[src/rtl/prefix_sub.sv]
// Two-stage pipelined 8-bit subtractor a - b - bin built on a Kogge-Stone carry network.
// Define PREFIX_SUB_SAT_EN to clamp d to 8'h00 whenever the unsigned result borrows.
module prefix_sub (
    input  logic       clk,
    input  logic       rst,
    input  logic       in_valid,
    output logic       in_ready,
    input  logic [7:0] a,
    input  logic [7:0] b,
    input  logic       bin,
    output logic       out_valid,
    input  logic       out_ready,
    output logic [7:0] d,
    output logic       bout,
    output logic       ovf
);

    // Stage 1: per-bit propagate/generate of a + ~b, carry-in, sign bits
    logic       v1_q, v1_d;
    logic [7:0] p_q, p_d;
    logic [7:0] g_q, g_d;
    logic       cin_q, cin_d;
    logic       a7_q, a7_d;
    logic       b7_q, b7_d;

    // Stage 2: final result
    logic       v2_q, v2_d;
    logic [7:0] diff_q, diff_d;
    logic       bout_q, bout_d;
    logic       ovf_q, ovf_d;

    logic       ld2, ld1;

    logic [7:0] g0, p0, g1, p1, g2, p2, g3;
    logic [7:0] carry_in;
    logic [7:0] sum;
    logic       carry_out;

    always_comb begin
        ld2      = !v2_q || out_ready;
        ld1      = !v1_q || ld2;
        in_ready = ld1;
    end

    // Fold the carry-in into bit 0 so the prefix tree only sees (p,g) pairs
    always_comb begin
        g0        = g_q;
        g0[0]     = g_q[0] | (p_q[0] & cin_q);
        p0        = p_q;
        g1        = g0 | (p0 & {g0[6:0], 1'b0});
        p1        = p0 & {p0[6:0], 1'b1};
        g2        = g1 | (p1 & {g1[5:0], 2'b00});
        p2        = p1 & {p1[5:0], 2'b11};
        g3        = g2 | (p2 & {g2[3:0], 4'b0000});
        carry_in  = {g3[6:0], cin_q};
        sum       = p_q ^ carry_in;
        carry_out = g3[7];
    end

    always_comb begin
        v1_d  = v1_q;
        p_d   = p_q;
        g_d   = g_q;
        cin_d = cin_q;
        a7_d  = a7_q;
        b7_d  = b7_q;
        if (ld1) begin
            v1_d = in_valid;
            if (in_valid) begin
                p_d   = a ^ ~b;
                g_d   = a & ~b;
                cin_d = ~bin;
                a7_d  = a[7];
                b7_d  = b[7];
            end
        end
    end

    always_comb begin
        v2_d   = v2_q;
        diff_d = diff_q;
        bout_d = bout_q;
        ovf_d  = ovf_q;
        if (ld2) begin
            v2_d = v1_q;
            if (v1_q) begin
`ifdef PREFIX_SUB_SAT_EN
                diff_d = carry_out ? sum : 8'h00;
`else
                diff_d = sum;
`endif
                bout_d = ~carry_out;
                ovf_d  = (a7_q != b7_q) && (sum[7] != a7_q);
            end
        end
    end

    always_ff @(posedge clk or posedge rst) begin
        if (rst) begin
            v1_q   <= 1'b0;
            p_q    <= 8'h00;
            g_q    <= 8'h00;
            cin_q  <= 1'b0;
            a7_q   <= 1'b0;
            b7_q   <= 1'b0;
            v2_q   <= 1'b0;
            diff_q <= 8'h00;
            bout_q <= 1'b0;
            ovf_q  <= 1'b0;
        end else begin
            v1_q   <= v1_d;
            p_q    <= p_d;
            g_q    <= g_d;
            cin_q  <= cin_d;
            a7_q   <= a7_d;
            b7_q   <= b7_d;
            v2_q   <= v2_d;
            diff_q <= diff_d;
            bout_q <= bout_d;
            ovf_q  <= ovf_d;
        end
    end

    always_comb begin
        out_valid = v2_q;
        d         = diff_q;
        bout      = bout_q;
        ovf       = ovf_q;
    end

endmodule

[config.mk]
export PLATFORM = sky130hd
export DESIGN_NAME = prefix_sub
export DESIGN_NICKNAME = d
export VERILOG_FILES = /design/src/rtl/prefix_sub.sv
export SDC_FILE = /design/constraint.sdc
export NUM_CORES = 1
export LEC_CHECK = 0
export CORE_UTILIZATION = 49
export CTS_BUF_LIST = sky130_fd_sc_hd__clkbuf_8 sky130_fd_sc_hd__clkbuf_16
export CTS_CLUSTER_SIZE = 12
export DETAILED_ROUTE_END_ITERATION = 7
export GPL_TIMING_DRIVEN = 0
export PLACE_DENSITY = 0.77
export REMOVE_ABC_BUFFERS = 1
export SLEW_MARGIN = 20
export SYNTH_ARGS = -nofsm -noshare
export SYNTH_HDL_FRONTEND = slang
export SYNTH_SLANG_ARGS = --single-unit
export TNS_END_PERCENT = 10
[constraint.sdc]
create_clock -name clk -period 2.71 [get_ports clk]
set_input_delay 0.6775 -clock clk [delete_from_list [all_inputs] [get_ports clk]]
set_output_delay 0.6775 -clock clk [all_outputs]
set_load 0.03 [all_outputs]
After elaboration in Yosys (flattened, before gate mapping)

Cells that the tools add are included.

Register bits: 31
Bits of input ports: 21
Output and inout bits: 12
Word-level logic and storage cells: 35

Equality and inequality tests: 2
Bitwise gates (word level): 16
Reductions and logical operators: 7

Operators with widths:

| kind                | count |
|---|---|
| $and A8 B8 Y8       | 6 |
| $or A8 B8 Y8        | 3 |
| $xor A8 B8 Y8       | 2 |
| $not A8 Y8          | 1 |
| $reduce_and A2 Y1   | 2 |
| $logic_not A1 Y1    | 2 |
| $logic_or A1 B1 Y1  | 2 |
| $ne A1 B1 Y1        | 2 |
| $not A1 Y1          | 2 |
| $and A1 B1 Y1       | 1 |
| $logic_and A1 B1 Y1 | 1 |
| $or A1 B1 Y1        | 1 |

Depth between registers and ports, before layout

Depth in word-level cells: 11
Depth in mapped cells: 9
Mapped depth without buffers: 9

Worst setup path after synthesis

Ideal clock, no wire load.

Kind: flip-flop to flip-flop
Start: reg cin_q
End: reg bout_q, in the netlist bout
Library setup time: 0.110 ns
Arrival: 1.915 ns
Data required time: 2.600 ns
Path slack: 0.685 ns
Stages on the path, launching flop included: 10
Path buffers: 0
Clock period less this slack: 2.025 ns
Cell sequence: dfrtp_1 > ha_1 > or2_2 > ha_1 > o21a_1 > o21ai_1 > a21boi_0 > o21ai_0 > a21boi_0 > o41ai_1

Word-level cells in the longest chain between the ends: 9

RTL lines:

| element                  | RTL line | RTL |
|---|---|---|
| start: declaration       | 22       | `logic cin_q, cin_d;` |
| start signal: assignment | 114      | `cin_q <= cin_d;` |
| $and A1 B1 Y1            | 48       | `g0[0] = g_q[0] \| (p_q[0] & cin_q);` |
| $or A1 B1 Y1             | 48       |  |
| $and A8 B8 Y8            | 50       | `g1 = g0 \| (p0 & {g0[6:0], 1'b0});` |
| $or A8 B8 Y8             | 50       |  |
| $and A8 B8 Y8            | 52       | `g2 = g1 \| (p1 & {g1[5:0], 2'b00});` |
| $or A8 B8 Y8             | 52       |  |
| $and A8 B8 Y8            | 54       | `g3 = g2 \| (p2 & {g2[3:0], 4'b0000});` |
| $or A8 B8 Y8             | 54       |  |
| $not A1 Y1               | 92       | `bout_d = ~carry_out;` |
| end signal: assignment   | 119      | `bout_q <= bout_d;` |
| end: declaration         | 29       | `logic bout_q, bout_d;` |

Every way passes these cells.
A chain may end at the register's enable or synchronous reset.

Worst setup path after layout

Start: in out_ready
End: out in_ready

Word-level cells in the longest chain between the ends: 2

RTL lines:

| element            | RTL line | RTL |
|---|---|---|
| start: declaration | 12       | `input logic out_ready,` |
| $logic_or A1 B1 Y1 | 40       | `ld2 = !v2_q \|\| out_ready;` |
| $logic_or A1 B1 Y1 | 41       | `ld1 = !v1_q \|\| ld2;` |
| end: declaration   | 7        | `output logic in_ready,` |

Every way passes these cells.

==> impl.org <==
** Timing
- Of the available clock period, the critical path in the final layout requires 0.8547.
- Worst clock skew :: between 5 and 6 ps
- Setup repair after global routing left no endpoint under its margin.
- Headroom to the max-slew limit came out at 0.4388.
- Upper clock frequency limit :: between 400 and 500 MHz
- Pins Over Slew Limit :: 0
- Final Hold Violating Endpoints :: 0
- In the post-route analysis, the smallest setup slack over all paths is just under 400 ps.
- At the pin with the least slew margin, the transition time is about 840 ps.
- For the final routed database, the setup TNS stands at 0 ps.
- Setup violations remaining at the end of the flow were counted as 0.
- For the finished layout, the period the worst path requires is around 2300 ps.

** CTS
- Clk root buf :: sky130_fd_sc_hd__clkbuf_8
- Clock insertion delay at the later pin of the skew report :: ~280 ps
- Clock buffer count from CTS :: 5
- Number of buffers added for setup after CTS :: 0
- After clock tree synthesis, the repair step resized 0 gates.
- TritonCTS built the clock tree.
- For this design, the CTS-stage hold fixing added 0 buffers.
- CTS saw 31 sinks.
- Clock tree buffer depth :: 2
- The H-tree was split into 2 levels.
- After clock tree synthesis, the clock-pin slew on the worst setup and hold paths is ~60 ps.

** Pwr
- Power comes to ~1.5 mW.
- Peak supply drop :: roughly 0.00042 V
- Proportion of total power due to net switching :: 0.3345
- The share of total power dissipated in sequential elements is 0.437.
- Net switching power of the design :: about 0.49 mW
- The share of total power dissipated in combinational logic is 0.333.
- Internal portion of total power :: 0.9728 mW
- Total power density per cell area :: approximately 750 nW/um^2
- Clock share of power :: 0.230
- Summed over all cells, the static leakage comes to around 0.9 nW.

** Drt
- Using the TritonRoute via totals, the vias-per-cell ratio works out to between 5 and 6.
- The first detailed-routing pass took 6 iterations.
- Detailed router's first-iteration violation count :: 26
- Routed wire length per instance :: roughly 14 um
- Residual DRC count :: 3
- Count of nets left with antenna violations after detail routing :: 0
- The routed layout has 1093 vias.
- Final WL :: around 2800 um

** Logic synthesis
- After synthesis, the netlist uses 29 different library cells.
- The Yosys step of the flow raised 0 warnings.
- After technology mapping, the gate count stands at 133.
- Post-synth design cell area :: around 1500 um^2
- Register area share after synthesis :: 0.5145
- Synthesized area per cell :: between 10 and 15 um^2
- In this run, synthesis produced a sequential element count of 31.

** Setup path
- Setup CP Type :: in -> out
- Of all nets on the critical path, the largest fanout is 3.
- Worst reg-to-reg setup slack :: between 400 and 500 ps
- Critical Path End Type :: output pin
- Together, buffers and inverters on the worst path number 2.
- Delay contributed by the slowest stage of the critical path :: around 480 ps
- The slowest stage of the critical path is the sky130_fd_sc_hd__clkdlybuf4s50_1 cell.
- Data required time at the worst endpoint :: just over 2000 ps
- The worst setup path is launched from a primary input.
- For the worst setup path, the data arrival time is 1640 ps.
- Cell family with most CP delay :: buffers and inverters
- Walking the worst path, the cells encountered are clkdlybuf4s50_1, nand3b_1, dlymetal6s2s_1.

** Hold path
- The tightest min-delay check is of the reg -> reg type.

** Floorplanning
- Ports :: 33
- Die Wd :: 57.47 um
- The initialized floorplan defines 19 standard-cell rows.
- Core area :: about 2800 um^2
- Area of the die :: approximately 3300 um^2
- From bottom edge to top edge, the die measures 57.47 um.
- Starting Density :: 0.5330

** Global route
- Met3 global-route usage :: 0.07483
- Overflow left after global routing :: 0
- For this run, global-route usage on met1 was measured as 0.2362.
- Number of global-route vias before repair :: about 1100
- Met2 demand-to-capacity share in global routing :: 0.3223
- Initial antenna violation count :: 0
- Total track usage :: 0.1984
- First-pass GRT wire length :: roughly 4800 um
- After global routing, the most crowded layer is met2.
- Entering global routing, the biggest net connects 32 pins.

** Run status
- Failing checks :: design-rule violations
- The run finished, with violations left.

** Finish
- 0 antenna diodes ended up in the layout.
- Fill cells :: 207
- For this run, the post-layout net count is 200.
- Once layout is complete, the cells apart from fillers number 201.
- Area used by sequential logic in the layout :: about 780 um^2
- In the final layout, the share of cells above drive strength 1 is 0.1588.
- Area added between synthesis and finish :: 28.46%
- Final design instance area without fill :: just under 2000 um^2
- In the layout the commonest cells are sky130_fd_sc_hd__dfrtp_1, sky130_fd_sc_hd__clkdlybuf4s50_1, sky130_fd_sc_hd__mux2_2.
- In the final layout, the multi-input gates occupy about 680 um^2.

** Place
- Setup slack after placement :: approximately 23 ps
- Once placement completed, the tool counted placed cells totaling a little under 200.
- Detailed placement ended at an HPWL of about 2000 um.
- At the end of routability-driven placement, the weighted congestion stood at between 0.7 and 0.8.
- Area after detailed placement :: between 1500 and 2000 um^2
- Port buffering added 32 buffers.

** Job
- MaxCap Viol Count :: 0
-- power groups by stage --
stage	logic [mW]	clock network (mW)	registers, mW
floorplan	0.197	0	0.742
global placement	0.479	0	0.642
detailed placement	0.493	0	0.647
CTS	0.494	0.350	0.640
global route	0.526	0.366	0.657
finish	0.486	0.336	0.639
-- routing by layer --
metal,wire length [um],vias up
met5,0,-
met1,1217,528
li1,-,538
met2,1364,21
met4,55,0
met3,116,6
-- layout make-up --
type / instances / share of cell area
Inverter: 11 / 0.02132
Sequential cell: 31 / 0.4005
Tap cell: 31 / 0.02003
Multi-Input combinational cell: 88 / 0.3495
Clock inverter: 3 / 0.006460
Clock buffer: 5 / 0.03553
Timing Repair Buffer: 32 / 0.1667
-- tightest hold or removal path, delay by kind of cell (launching register included) --
kind / cells / cell delay, ps
and+or+nand+nor: 1 / 60
DFF: 1 / 350
AOI/OAI and AO/OA: 1 / 50
-- through the flow --
stage                       util  hold WS, ps
after floorplan                -        455.2
after global placement    0.6550        466.2
after detailed placement  0.6550        474.6
after CTS                 0.6838        488.6
after global routing      0.6847        510.5
final                     0.6847        488.4
-- cell usage after synthesis --
master / instances / area, um^2
sky130_fd_sc_hd__nor3_1: 2 / 10.01
sky130_fd_sc_hd__nand3b_1: 1 / 7.510
sky130_fd_sc_hd__o211ai_1: 1 / 7.510
sky130_fd_sc_hd__a211oi_1: 1 / 7.510
sky130_fd_sc_hd__nor2_1: 2 / 7.510
sky130_fd_sc_hd__or2b_1: 2 / 15.01
sky130_fd_sc_hd__a21oi_1: 7 / 35.03
sky130_fd_sc_hd__nor2b_1: 1 / 6.260
sky130_fd_sc_hd__o311a_1: 1 / 10.01
sky130_fd_sc_hd__a21boi_0: 2 / 15.01
sky130_fd_sc_hd__o21a_1: 1 / 7.510
sky130_fd_sc_hd__nand2_1: 14 / 52.55
sky130_fd_sc_hd__buf_2: 2 / 10.01
sky130_fd_sc_hd__o22ai_1: 1 / 6.260
sky130_fd_sc_hd__xnor2_1: 1 / 8.760
sky130_fd_sc_hd__nand2b_1: 3 / 18.77
sky130_fd_sc_hd__o41ai_1: 3 / 26.28
sky130_fd_sc_hd__o21ai_1: 1 / 5.000
sky130_fd_sc_hd__dfrtp_1: 31 / 775.7
sky130_fd_sc_hd__and2b_1: 2 / 15.01
sky130_fd_sc_hd__mux2_2: 19 / 214.0
sky130_fd_sc_hd__o31ai_1: 3 / 22.52
sky130_fd_sc_hd__nor3b_1: 1 / 7.510
sky130_fd_sc_hd__clkbuf_1: 1 / 3.750
sky130_fd_sc_hd__ha_1: 10 / 125.1
sky130_fd_sc_hd__o21ai_0: 7 / 35.03
sky130_fd_sc_hd__inv_1: 11 / 41.29
sky130_fd_sc_hd__nand3_1: 1 / 5.000
sky130_fd_sc_hd__or2_2: 1 / 6.260
-- sequential cells by signal, indices dropped and copies added, names as in the netlist --
signal,count
out_valid,1
ovf,1
b7_q,1
v1_q,1
cin_q,1
g_q,8
d,8
bout,1
a7_q,1
p0,8
-- path summary, 6_finish.rpt --
kind | startpoint | endpoint | depth (start not counted)
worst max-delay path | out_ready | in_ready | 3
worst min-delay path | d[5]$_DFFE_PP0P_ | d[5]$_DFFE_PP0P_ | 2
worst max register to register | cin_q$_DFFE_PP0P_ | d[6]$_DFFE_PP0P_ | 9
worst min register to register | d[5]$_DFFE_PP0P_ | d[5]$_DFFE_PP0P_ | 2
max in group asynchronous | rst | p0[2]$_DFFE_PP0P_ | 2
min in group asynchronous | rst | d[0]$_DFFE_PP0P_ | 2
-- cell families after synthesis --
family | share of synthesized area
mux | 0.1419
xor+xnor | 0.005810
compound gates | 0.1178
simple gates | 0.1004
flops | 0.5145
fa+ha+maj | 0.08299
buf+inv | 0.03651
Power figures use the tool's default switching activity.
